### src/rtl/adlv_err_rec.sv
// Error-recovery stage: folds the deferred carries of the approximate adder back
// into the sum one position per clock, yielding the exact W+1-bit result.
module adlv_err_rec #(
  parameter int W        = 31,
  parameter int MAX_ITER = 32,
  parameter int CW       = 6
) (
  input  logic          clk,
  input  logic          rst_n,
  input  logic          in_valid,
  output logic          in_ready,
  input  logic [W-1:0]  s_in,
  input  logic [W-1:0]  e_in,
  input  logic          i_approx,
  output logic          out_valid,
  input  logic          out_ready,
  output logic [W:0]    o_sum,
  output logic          o_inexact,
  output logic          o_ovf,
  output logic [CW-1:0] o_iter
);

  typedef enum logic [1:0] {IDLE, RESOLVE, DONE} state_t;

  localparam logic [CW-1:0] MAX_CNT = CW'(MAX_ITER);

  state_t        state_q, state_d;
  logic [W:0]    sum_q, sum_d;
  logic [W:0]    car_q, car_d;
  logic [CW-1:0] cnt_q, cnt_d;
  logic          ovf_q, ovf_d;
  logic          apx_q, apx_d;
  logic [W:0]    osum_q, osum_d;
  logic [CW-1:0] oiter_q, oiter_d;
  logic          oovf_q, oovf_d;
  logic          oinex_q, oinex_d;

  always_comb begin
    state_d = state_q;
    sum_d   = sum_q;
    car_d   = car_q;
    cnt_d   = cnt_q;
    ovf_d   = ovf_q;
    apx_d   = apx_q;
    osum_d  = osum_q;
    oiter_d = oiter_q;
    oovf_d  = oovf_q;
    oinex_d = oinex_q;
    case (state_q)
      IDLE: begin
        if (in_valid) begin
          sum_d   = {1'b0, s_in};
          car_d   = {e_in, 1'b0};
          cnt_d   = '0;
          ovf_d   = 1'b0;
          apx_d   = i_approx;
          state_d = RESOLVE;
        end
      end
      RESOLVE: begin
        if (apx_q || (car_q == '0) || (cnt_q == MAX_CNT)) begin
          osum_d  = sum_q;
          oiter_d = cnt_q;
          oovf_d  = ovf_q;
          // Only a capped run with carries left over is inexact; bypass never is.
          oinex_d = !(apx_q || (car_q == '0));
          state_d = DONE;
        end else begin
          sum_d = sum_q ^ car_q;
          car_d = (sum_q & car_q) << 1;
          ovf_d = ovf_q | (sum_q[W] & car_q[W]);
          cnt_d = cnt_q + 1'b1;
        end
      end
      DONE: begin
        if (out_ready) state_d = IDLE;
      end
      default: state_d = IDLE;
    endcase
  end

  always_ff @(posedge clk or negedge rst_n) begin
    if (!rst_n) begin
      state_q <= IDLE;
      sum_q   <= '0;
      car_q   <= '0;
      cnt_q   <= '0;
      ovf_q   <= 1'b0;
      apx_q   <= 1'b0;
      osum_q  <= '0;
      oiter_q <= '0;
      oovf_q  <= 1'b0;
      oinex_q <= 1'b0;
    end else begin
      state_q <= state_d;
      sum_q   <= sum_d;
      car_q   <= car_d;
      cnt_q   <= cnt_d;
      ovf_q   <= ovf_d;
      apx_q   <= apx_d;
      osum_q  <= osum_d;
      oiter_q <= oiter_d;
      oovf_q  <= oovf_d;
      oinex_q <= oinex_d;
    end
  end

  // Gate with rst_n so the block never advertises readiness while held in reset.
  assign in_ready  = rst_n && (state_q == IDLE);
  assign out_valid = (state_q == DONE);
  assign o_sum     = osum_q;
  assign o_iter    = oiter_q;
  assign o_ovf     = oovf_q;
  assign o_inexact = oinex_q;

endmodule
### config.mk
export PLATFORM = sky130hd
export DESIGN_NAME = adlv_err_rec
export DESIGN_NICKNAME = d
export VERILOG_FILES = /design/src/rtl/adlv_err_rec.sv
export SDC_FILE = /design/constraint.sdc
export NUM_CORES = 1
export LEC_CHECK = 0
export CAP_MARGIN = 10
export CORE_MARGIN = 8
export CORE_UTILIZATION = 45
export DETAILED_ROUTE_END_ITERATION = 7
export GPL_ROUTABILITY_DRIVEN = 0
export HOLD_SLACK_MARGIN = 0.12
export MAX_ROUTING_LAYER = met4
export PLACE_DENSITY = 0.71
export SYNTH_ARGS = -nofsm -noshare
export SYNTH_HDL_FRONTEND = slang
export SYNTH_SLANG_ARGS = --single-unit
### constraint.sdc
create_clock -name clk -period 3.3 [get_ports clk]
set_clock_uncertainty 0.15 [all_clocks]
set_input_delay 0.33 -clock clk [delete_from_list [all_inputs] [get_ports clk]]
set_output_delay 0.33 -clock clk [all_outputs]
set_load 0.03 [all_outputs]
# Word level (Yosys, flattened, before mapping)
# Index checks and enable logic that the tools add are counted.
# totals
ff_bits	114
input_bits	67
out_inout_bits	42
# op_classes
addsub	1
eq_ne	7
mux	16
bitwise	4
n_reduce_logical	11
# ops
op	n
2-to-1 mux 32 bit	4
one-hot mux 32 bit (2 select lines)	2
zero test 32 bit	1
bitwise XOR 32 bit	1
AND 31 bit	1
2-to-1 mux 6 bit	2
one-hot mux 6 bit (2 select lines)	1
adder 6 x 1 -> 6 bit (second input constant)	1
equality test 6 bit (second input constant)	1
2-to-1 mux 2 bit	3
inequality test 2 bit (second input constant)	3
one-hot mux 2 bit (3 select lines)	1
AND reduction 3 bit	2
AND reduction 2 bit	2
equality test 2 x 1 -> 1 bit (second input constant)	1
equality test 2 bit (second input constant)	1
zero test 2 bit	1
logical OR 1 bit	2
2-to-1 mux 1 bit	2
inequality test 2 x 1 -> 1 bit (second input constant)	1
one-hot mux 1 bit (2 select lines)	1
nonzero test 2 bit	1
AND 1 bit	1
logical AND 1 bit	1
other kinds (2)	2

# Logic depth before layout (Yosys ltp)
# Gate-level depths: netlist of run 1.
# depth
word_depth	5
ltp_mapped	8

# Least setup slack after synthesis of run 1
# Ideal clock, no wire load.
# synth_path
kind	flip-flop to flip-flop
start	register car_q[18]
end	register car_q[10]
setup_ns	0.125
t_arrival_ns	1.746
t_required_ns	3.025
slack_ns	1.279
stages_incl_launch_ff	8
period_less_slack_ns	2.021
path_cell_list	dfrtp_1 -> nor3_1 -> and4_1 -> a211o_4 -> o21a_4 -> inv_8 -> buf_12 -> mux2_4
# synth_via
elab_chain_cells	5
# synth_rtl
element	line	text
start, declared	29	logic [W:0] car_q, car_d;
start signal, assigned	97	car_q <= car_d;
zero test 32 bit	61	if (apx_q || (car_q == '0) || (cnt_q == MAX_CNT)) begin
logical OR 1 bit (2 in series)	61	
inequality test 2 bit (no line)	n/a	
AND reduction 3 bit (no line)	n/a	
# Every way passes these cells.
# A chain may end at the register's enable or synchronous reset.

# Worst setup path after layout of run 1
# layout_path
start	register car_q[18]
end	register car_q[2]
# The elaborated chain is that of the path after synthesis.

==> results.md, run 1 <==
Critical path:
- The combined buffer and inverter count along the critical path is 1.
- The critical register-to-register path endpoint is car_q[2]$_DFFE_PN0P_.
- At the worst endpoint, the arrival time is 2.57 ns.
- The cell at the slowest stage of the critical path is sky130_fd_sc_hd__inv_8.
- The critical path is of the reg -> reg type.
- The top fanout value on the critical path is 63.
- In this run the critical register-to-register path is launched from car_q[18]$_DFFE_PN0P_.
- The signal on the critical path passes through nor3_1 -> and4_1 -> a211o_4 -> o21a_4 -> inv_8 -> mux2_2.
- The highest cell delay on the worst timing path is 0.44 ns.
- The endpoint class of the critical path is a flop.
- The dominant delay contributor by cell family on the critical path is compound AO/OA/AOI/OAI gates.
- Counting cells, the worst reg-to-reg path comes to 6.
- The data required time of the critical path is 3.44 ns.
- The register-to-register setup slack is 0.87 ns.
- The worst setup path is launched from a flop.

GRT:
- The first-pass GRT wire length is 21.85 mm.
- The number of global-route vias before repair came to ~4.5k.
- The largest net degree at the start of global routing is 71.
- The number of antenna violations at the first check in global routing was 0.
- For this run, the total global-route usage over all layers was measured as 17.01%.
- The final global-route overflow total is 0.

Route:
- The first-iteration detailed-routing DRC count is 258.
- Dividing the detail-routed wire length by the instance count gives around 16 µm.
- Wires add up to 13.15 mm.
- The average vias per placed instance is 5.037.
- Before antenna repair, the detailed router went through 4 iterations.
- After detailed routing, the number of remaining DRC violations is 0.
- The total number of vias is just over 4k.
- The detail route stage leaves a number of antenna-violating nets equal to 0.

Placed design:
- Detailed placement finished with a half-perimeter wire length of 9.293 mm.
- Port buffering added 108 buffers.
- In this run the cell area measured after placement is 0.007027 mm².

Timing:
- The worst path uses 73.52% of the clock period.
- For the pin with the worst max-slew slack, the measured transition is a little under 0.9 ns.
- The worst-case headroom to the max-slew limit is between 40% and 50%.
- Based on the critical path, the design can be clocked at up to 412.2 MHz.
- The minimum clock period is between 2 and 2.5 ns.
- The number of max-slew violations in the final report came to 0.
- Setup repair after global routing left no endpoint under its margin.
- Setup violations remaining at the end of the flow were counted as 0.
- The count of endpoints failing hold in the final timing report is 0.
- The summed negative setup slack over all endpoints is 0 ns.

Yosys:
- The area of the mapped netlist is 0.005864 mm².
- Among all flip-flop cells after synthesis, the most frequent one is sky130_fd_sc_hd__dfrtp_1.
- The synthesized netlist contains 40 unique library cells.
- The most common cell in the synthesized netlist is sky130_fd_sc_hd__nand2_1.
- The flop and latch count out of synthesis is ~110.
- Each instance of the synthesized netlist takes up on average ~11 µm².
- The proportion of synthesized chip area in sequential cells is 48.22%.
- The cell accounting for the most synthesized area is sky130_fd_sc_hd__dfrtp_1.
- The async set-reset flop share out of synthesis is 100.0%.
- The number of standard cells after synthesis is between 500 and 600.
- The number of nets in the synthesized netlist is 619.
- The share of the synthesized area in the top cell type is just under 50%.
- The number of enable flip-flop cells after synthesis is 0.
- Ranked by instance count, the synthesized netlist is headed by 191 x sky130_fd_sc_hd__nand2_1, 113 x sky130_fd_sc_hd__dfrtp_1, 57 x sky130_fd_sc_hd__mux2_4.
- Ranked by total cell area, the synthesized netlist is headed by sky130_fd_sc_hd__dfrtp_1 48%, sky130_fd_sc_hd__mux2_4 15%, sky130_fd_sc_hd__nand2_1 12%, sky130_fd_sc_hd__ha_1 7.0%, sky130_fd_sc_hd__mux2_2 5.6%.
- The Yosys warning count is 0.

Layout:
- The total number of nets in the final design is 728.
- In the final layout, the share of cells above drive strength 1 is 20.75%.
- 0 antenna diodes ended up in the layout.
- With fillers left out, the area of the finished cells amounts to 0.007667 mm².
- Compared with the post-synthesis result, the final layout area differs by 30.74%.

Die:
- The vertical die dimension is ~130 µm.
- The area of the core is 0.01267 mm².
- Row generation in the floorplan step produced between 40 and 50 rows.
- The overall die width is 130.2 µm.
- In this run the count of I/O pins placed on the die edge is 109.
- Once the floorplan was initialized, standard cells occupied 46.28% of the core.
- The die covers 0.01694 mm².

Clock network:
- CTS placed an instance of sky130_fd_sc_hd__clkbuf_16 at the clock tree root.
- The longest clock path from root to sink contains 2 buffers.
- Clock-pin slew was measured on the worst setup and hold paths at 0.06 ns.
- The clock latency at the later pin of the worst-skew pair is 0.41 ns.
- In this run the number of H-tree levels came out at 4.
- TritonCTS built the clock tree.
- The post-cts sizing count is 0.
- The clock drives between 100 and 150 sinks.
- The number of buffers created by CTS is 17.

Status:
- The run finished with clean final reports.

Pwr:
- VDD sags by at most 564.2 µV.
- For this design the ratio of total power to cell area is between 1000 and 1500 mW/mm².
- The leakage component of the power is 3.750 nW.

Worst hold path:
- The worst hold path begins at s_in[0].
- Along the worst hold path, the cell count comes to 3.
- The path with the worst hold slack has its endpoint at sum_q[0]$_DFFE_PN0P_.
- The path category of the worst min-delay check is in -> reg.

Flow run:
- The tool flagged a number of max-cap violations equal to 0.
==> cell usage in the layout, fill, tap and decap left out, drive strengths merged <==
cell           Yosys  routed
clkbuf            12      22
o21ai              5       5
mux2i              1       1
dfrtp            113     113
mux2              96      96
clkinv             0       5
nor4               8       8
nand3              5       5
a22o               5       5
nor2b              1       1
buf               13       7
a21oi              3       3
clkdlybuf4s50      0     107
nand2            191     191
or4                1       1
a22oi              1       1
ha                33      33
nor2               4       4
nand2b             3       3
o31ai              1       1
and2               2       2
clkinvlp           0       1
dlygate4sd3        0       1
and4               2       2
a211o              1       1
inv                6       6
a32o               1       1
o21a               1       1
or2                1       1
or3                1       1
a31oi              1       1
bufinv             0       4
o211ai             1       1
and3               2       2
or2b               1       1
a21o               1       1
nor3               2       2
==> where the power goes <==
part           switching (W)  internal [W]  total [W]
Clock               0.000626       0.00132    0.00194
Sequential          0.000543       0.00208    0.00262
Combinational        0.00197       0.00211    0.00407
Total                0.00314       0.00550    0.00864
==> per-layer routing <==
layer  GRT usage [%]  vias to the layer above  share of wire, %  wire [µm]
li1                -                     1974                 -          -
met1           22.17                     2016                48       6366
met2           25.11                       91                45       5873
met3           4.202                       14               5.6        732
met4           6.489                        0               1.4        182
met5               -                        -                 0          0
==> worst reg2reg max path: cells and delay by family, from the launching register on <==
| kind | cells | cell delay (ns) |
|---|---|---|
| AO/OA/AOI/OAI | 2 | 0.62 |
| flip-flops | 1 | 0.38 |
| buffers and inverters | 1 | 0.44 |
| AND/OR/NAND/NOR | 2 | 0.33 |
| multiplexers | 1 | 0.41 |
==> kinds of logic (layout without fill, tap and decap cells) <==
group | Yosys count | after routing | synth area share (%)
adder cells (fa/ha/maj) | 33 | 33 | 7.041
flip-flops | 113 | 113 | 48.22
buffers and inverters | 31 | 153 | 3.862
AO/OA/AOI/OAI | 21 | 21 | 2.816
AND/OR/NAND/NOR | 224 | 224 | 15.81
multiplexers | 97 | 97 | 22.25
==> final cells by class <==
class | instances | area, µm²
clock buffers | 22 | 474.2
inverters | 6 | 30.03
repair buffers | 115 | 1134
multi-input cells | 375 | 2830
fillers | 1030 | 5004
flip-flops and latches | 113 | 2828
clock inverters | 10 | 156.4
well taps | 172 | 215.2
==> state kept, by name, indices dropped and copies added (netlist names) <==
signal	count
o_ovf	1
apx_q	1
o_iter	6
car_q	31
cnt_q	6
o_sum	32
state_q	2
sum_q	32
ovf_q	1
o_inexact	1
==> how the worst max path moves through the flow <==
| stage | slack [ns] | cells after the start | end | start |
|---|---|---|---|---|
| finish | 0.87 | 6 | car_q[2]$_DFFE_PN0P_ | car_q[18]$_DFFE_PN0P_ |
| global route | 0.77 | 6 | car_q[4]$_DFFE_PN0P_ | car_q[17]$_DFFE_PN0P_ |
| detailed placement | 0.86 | 6 | car_q[3]$_DFFE_PN0P_ | car_q[16]$_DFFE_PN0P_ |
| global placement | 0.87 | 6 | car_q[4]$_DFFE_PN0P_ | car_q[16]$_DFFE_PN0P_ |
| floorplan | 1.28 | 7 | car_q[10]$_DFFE_PN0P_ | car_q[18]$_DFFE_PN0P_ |
| CTS | 0.86 | 6 | car_q[2]$_DFFE_PN0P_ | car_q[16]$_DFFE_PN0P_ |
==> timing repair <==
item / CTS / global route
hold buffers: 1 / 0
setup buffers: 0 / 0
endpoints found under the hold margin: 113 / 0
==> per-stage QoR <==
stage               total power, W  worst slack, ns  hold WS [ns]  util [%]  instances
floorplan                 0.005700            1.279       -0.1156         -        519
global route              0.009202           0.7734        0.3366     60.51        813
global placement          0.006605           0.8718        0.3015     55.46        780
finish                    0.008638           0.8740        0.3047     60.51        813
CTS                       0.008711           0.8606        0.3025     60.51        813
detailed placement        0.006719           0.8584        0.3138     55.46        780
Power figures use the tool's default switching activity.
==> run 2: changes to the inputs <==
--- a/config.mk
+++ b/config.mk
@@ -12,7 +12,7 @@
 export GPL_ROUTABILITY_DRIVEN = 0
 export HOLD_SLACK_MARGIN = 0.12
 export MAX_ROUTING_LAYER = met4
-export PLACE_DENSITY = 0.71
+export PLACE_DENSITY = 0.74
 export SYNTH_ARGS = -nofsm -noshare
 export SYNTH_HDL_FRONTEND = slang
 export SYNTH_SLANG_ARGS = --single-unit
==> constraint.sdc (replaced) <==
create_clock -name clk -period 2 [get_ports clk]
set_clock_uncertainty 0.15 [all_clocks]
set_input_delay 0.2 -clock clk [delete_from_list [all_inputs] [get_ports clk]]
set_output_delay 0.2 -clock clk [all_outputs]
set_load 0.03 [all_outputs]
==> run 2 against run 1 <==
  * Non-clock buffer count is 59 higher
  * Cell area is 6.6% higher
  * Combinational power is 97% higher
  * The flow now finishes with violations (negative setup slack)
  * Hold slack worse by 0.093 ns
  * Via count is 7.2% higher
  * Die area stayed put
  * Largest power group unchanged
  * Sequential cell count stayed put
==> results.md, run 2 (synthesis results as in run 1) <==
Placed design:
- The cell count after placement is 835 (was 780).
- The detailed placement HPWL is 10.42 mm (was 9.293 mm).
- The placed standard-cell area is 0.007500 mm² (was 0.007027 mm²).
- The count of buffers from port buffering came to 108 (unchanged).

Layout:
- The register area is 0.002828 mm² (unchanged).
- The footprint of the multi-input gates is 0.002890 mm² (was 0.002830 mm²).
- The count of fill cells added during filler insertion is 971 (was 1030).
- Most frequent cells in the layout: 191 x sky130_fd_sc_hd__nand2_1, 113 x sky130_fd_sc_hd__dfrtp_1, 105 x sky130_fd_sc_hd__clkdlybuf4s50_1 (was 191 x sky130_fd_sc_hd__nand2_1, 113 x sky130_fd_sc_hd__dfrtp_1, 107 x sky130_fd_sc_hd__clkdlybuf4s50_1).
- The synthesis-to-layout area growth is 39.34% (was 30.74%).
- The fraction of final layout cells with drive strength greater than 1 is 28.04% (was 20.75%).
- The most common cell after layout, fill and taps aside is sky130_fd_sc_hd__nand2_1 (unchanged).
- The count of inserted antenna diode cells was 0 (unchanged).
- The utilization after layout came to 64.49% (was 60.51%).
- The number of standard cells in the final layout excluding fillers is 871 (was 813).
- The post-route cell area is 0.008172 mm² (was 0.007667 mm²).
- The total number of nets in the final design is 787 (was 728).

Clock network:
- The maximum buffer depth of the clock tree is 2 (unchanged).
- The sink count of the clock tree was 113 (unchanged).
- The number of buffers created by CTS was 17 (unchanged).
- The maximum level of the CTS H-tree is 4 (unchanged).
- The clock-pin slew on the worst setup and hold paths is 0.05 ns (was 0.06 ns).
- The clock latency at the later pin of the worst-skew pair was 0.41 ns (about the same).
- The clock tree from TritonCTS is yes (unchanged).
- The cell chosen for the clock root was sky130_fd_sc_hd__clkbuf_16 (unchanged).

Critical path:
- The cell count of the worst reg-to-reg path was 7 (was 6).
- The type of the worst setup path was reg -> reg (unchanged).
- The endpoint class of the critical path is a flop (unchanged).
- The kind of launch point of the worst setup path is a flop (unchanged).
- The data required time of the critical path was 2.14 ns (was 3.44 ns).
- The critical path arrival is 2.28 ns (was 2.57 ns).
- The top fanout value on the critical path is 14 (was 63).

Pwr:
- The largest vdd supply drop is 759.6 µV (was 564.2 µV).
- The cell area power density is 1864 mW/mm² (was 1127 mW/mm²).
- The leakage component of the power was 4.061 nW (was 3.750 nW).

Route:
- The wire length on met2 is 6.957 mm (was 5.873 mm).
- The residual antenna-violating net count after detailed routing was 0 (unchanged).
- The total wirelength of the detailed-routed design came to 14.81 mm (was 13.15 mm).
- The top metal layer carrying routed signals is met4 (unchanged).
- The average vias per placed instance is 5.040 (was 5.037).
- The first-iteration detailed-routing DRC count was 263 (was 258).
- The number of remaining DRC errors is 0 (unchanged).
- The met1 wire length came to 6.763 mm (was 6.366 mm).
- The total number of vias is 4390 (was 4095).
- The total met3 wirelength after detailed routing is 861 µm (was 732 µm).
- The total iterations of the first detailed-routing run was 4 (unchanged).
- The mean routed wirelength per cell is 17.00 µm (was 16.18 µm).

GRT:
- The global router's overall resource usage is 19.20% (was 17.01%).
- The largest net degree at the start of global routing is 114 (was 71).
- The final global-route overflow total is 0 (unchanged).
- The number of global-route vias before repair came to 4955 (was 4452).
- The first-pass GRT wire length was 24.50 mm (was 21.85 mm).
- The number of antenna violations at the first check in global routing is 0 (unchanged).

Timing:
- The number of max-slew violations in the final report is 0 (unchanged).
- RSZ-0062 raised after global routing: true (was false).
- The final setup slack of the worst path is -0.1411 ns (was 0.8740 ns).
- The pin slew with the least headroom to its limit came to 0.6046 ns (was 0.8686 ns).
- The minimum clock period is 2.141 ns (was 2.426 ns).
- The worst hold slack is 0.2119 ns (was 0.3047 ns).
- The final count of negative-setup-slack endpoints was 93 (was 0).
- The count of endpoints failing hold in the final timing report came to 0 (unchanged).
- The maximum achievable frequency is 467.1 MHz (was 412.2 MHz).
- The worst-case headroom to the max-slew limit is 59.69% (was 42.09%).
- The share of the clock period used by the worst path is 107.1% (was 73.52%).

Die:
- The area of the core is 0.01267 mm² (unchanged).
- The overall die width is 130.2 µm (unchanged).
- The row count is 41 (unchanged).
- The area of the die is 0.01694 mm² (unchanged).
- The vertical die dimension is 130.2 µm (unchanged).
- The I/O pin total was 109 (unchanged).
- The initial cell density of the core is 46.28% (unchanged).

Flow run:
- The max-cap violation count is 0 (unchanged).

Worst hold path:
- The path category of the worst min-delay check is in -> reg (unchanged).
- The worst hold path depth is 3 (unchanged).

Status:
- The checks that failed: negative setup slack.
- Status: finished with violations (was finished clean).
[run 2: metal layers]
layer | vias to the layer above | global-route usage [%]
met3 | 23 | 4.447
met4 | 0 | 6.831
met5 | - | -
met1 | 2148 | 23.67
met2 | 133 | 30.38
li1 | 2086 | -
[run 2: worst max-delay path: stages (launching register included)]
cell	delay, ns
sky130_fd_sc_hd__dfrtp_1	0.41
sky130_fd_sc_hd__nor4_4	0.32
sky130_fd_sc_hd__and4_4	0.29
sky130_fd_sc_hd__a211o_4	0.14
sky130_fd_sc_hd__o21a_4	0.15
sky130_fd_sc_hd__inv_8	0.07
sky130_fd_sc_hd__buf_12	0.16
sky130_fd_sc_hd__mux2_4	0.30
[run 2: timing repair]
action	in CTS	in global routing
hold buffers	1	0
gates resized for setup	10	5
setup buffers	4	0
setup endpoints to repair	103	100
hold endpoints to repair	113	0
[run 2: stage by stage]
| stage | setup slack [ns] | setup TNS, ns | power (W) |
|---|---|---|---|
| after floorplan | -0.02122 | -1.152 | 0.009405 |
| after global placement | -0.2361 | -17.16 | 0.01177 |
| after detailed placement | -0.2847 | -21.61 | 0.01211 |
| after CTS | -0.1301 | -7.022 | 0.01529 |
| after global routing | -0.1763 | -11.90 | 0.01620 |
| final | -0.1411 | -7.771 | 0.01523 |
[run 2: worst paths after layout]
path                                          to             startpoint  slack (ns)
max                        sum_q[25]$_DFFE_PN0P_  car_q[23]$_DFFE_PN0P_       -0.14
min                         sum_q[0]$_DFFE_PN0P_                s_in[0]        0.21
max reg2reg                sum_q[25]$_DFFE_PN0P_  car_q[23]$_DFFE_PN0P_       -0.14
min reg2reg                o_sum[20]$_DFFE_PN0P_  o_sum[20]$_DFFE_PN0P_        0.34
max in group asynchronous  o_iter[3]$_DFFE_PN0P_                  rst_n        0.93
min in group asynchronous  o_sum[18]$_DFFE_PN0P_                  rst_n        0.30
[run 2: layout make-up]
| cell class | count | share of cell area (%) |
|---|---|---|
| clock buffers | 25 | 5.941 |
| inverters | 6 | 0.3675 |
| well taps | 172 | 2.634 |
| flip-flops and latches | 113 | 34.60 |
| clock inverters | 6 | 0.9799 |
| repair buffers | 174 | 20.10 |
| multi-input cells | 375 | 35.37 |
[run 2: power breakdown]
| part | total (W) | internal [W] | switching (W) |
|---|---|---|---|
| Combinational | 0.00803 | 0.00434 | 0.00369 |
| Sequential | 0.00430 | 0.00343 | 0.000872 |
| Clock | 0.00290 | 0.00191 | 0.000987 |
==> run 3: changes to the inputs <==
--- a/config.mk
+++ b/config.mk
@@ -5,7 +5,7 @@
 export SDC_FILE = /design/constraint.sdc
 export NUM_CORES = 1
 export LEC_CHECK = 0
-export CAP_MARGIN = 10
+export CAP_MARGIN = 20
 export CORE_MARGIN = 8
 export CORE_UTILIZATION = 45
 export DETAILED_ROUTE_END_ITERATION = 7
==> results of run 3 <==
Final layout, timing and power as in run 2 (identical DEF).
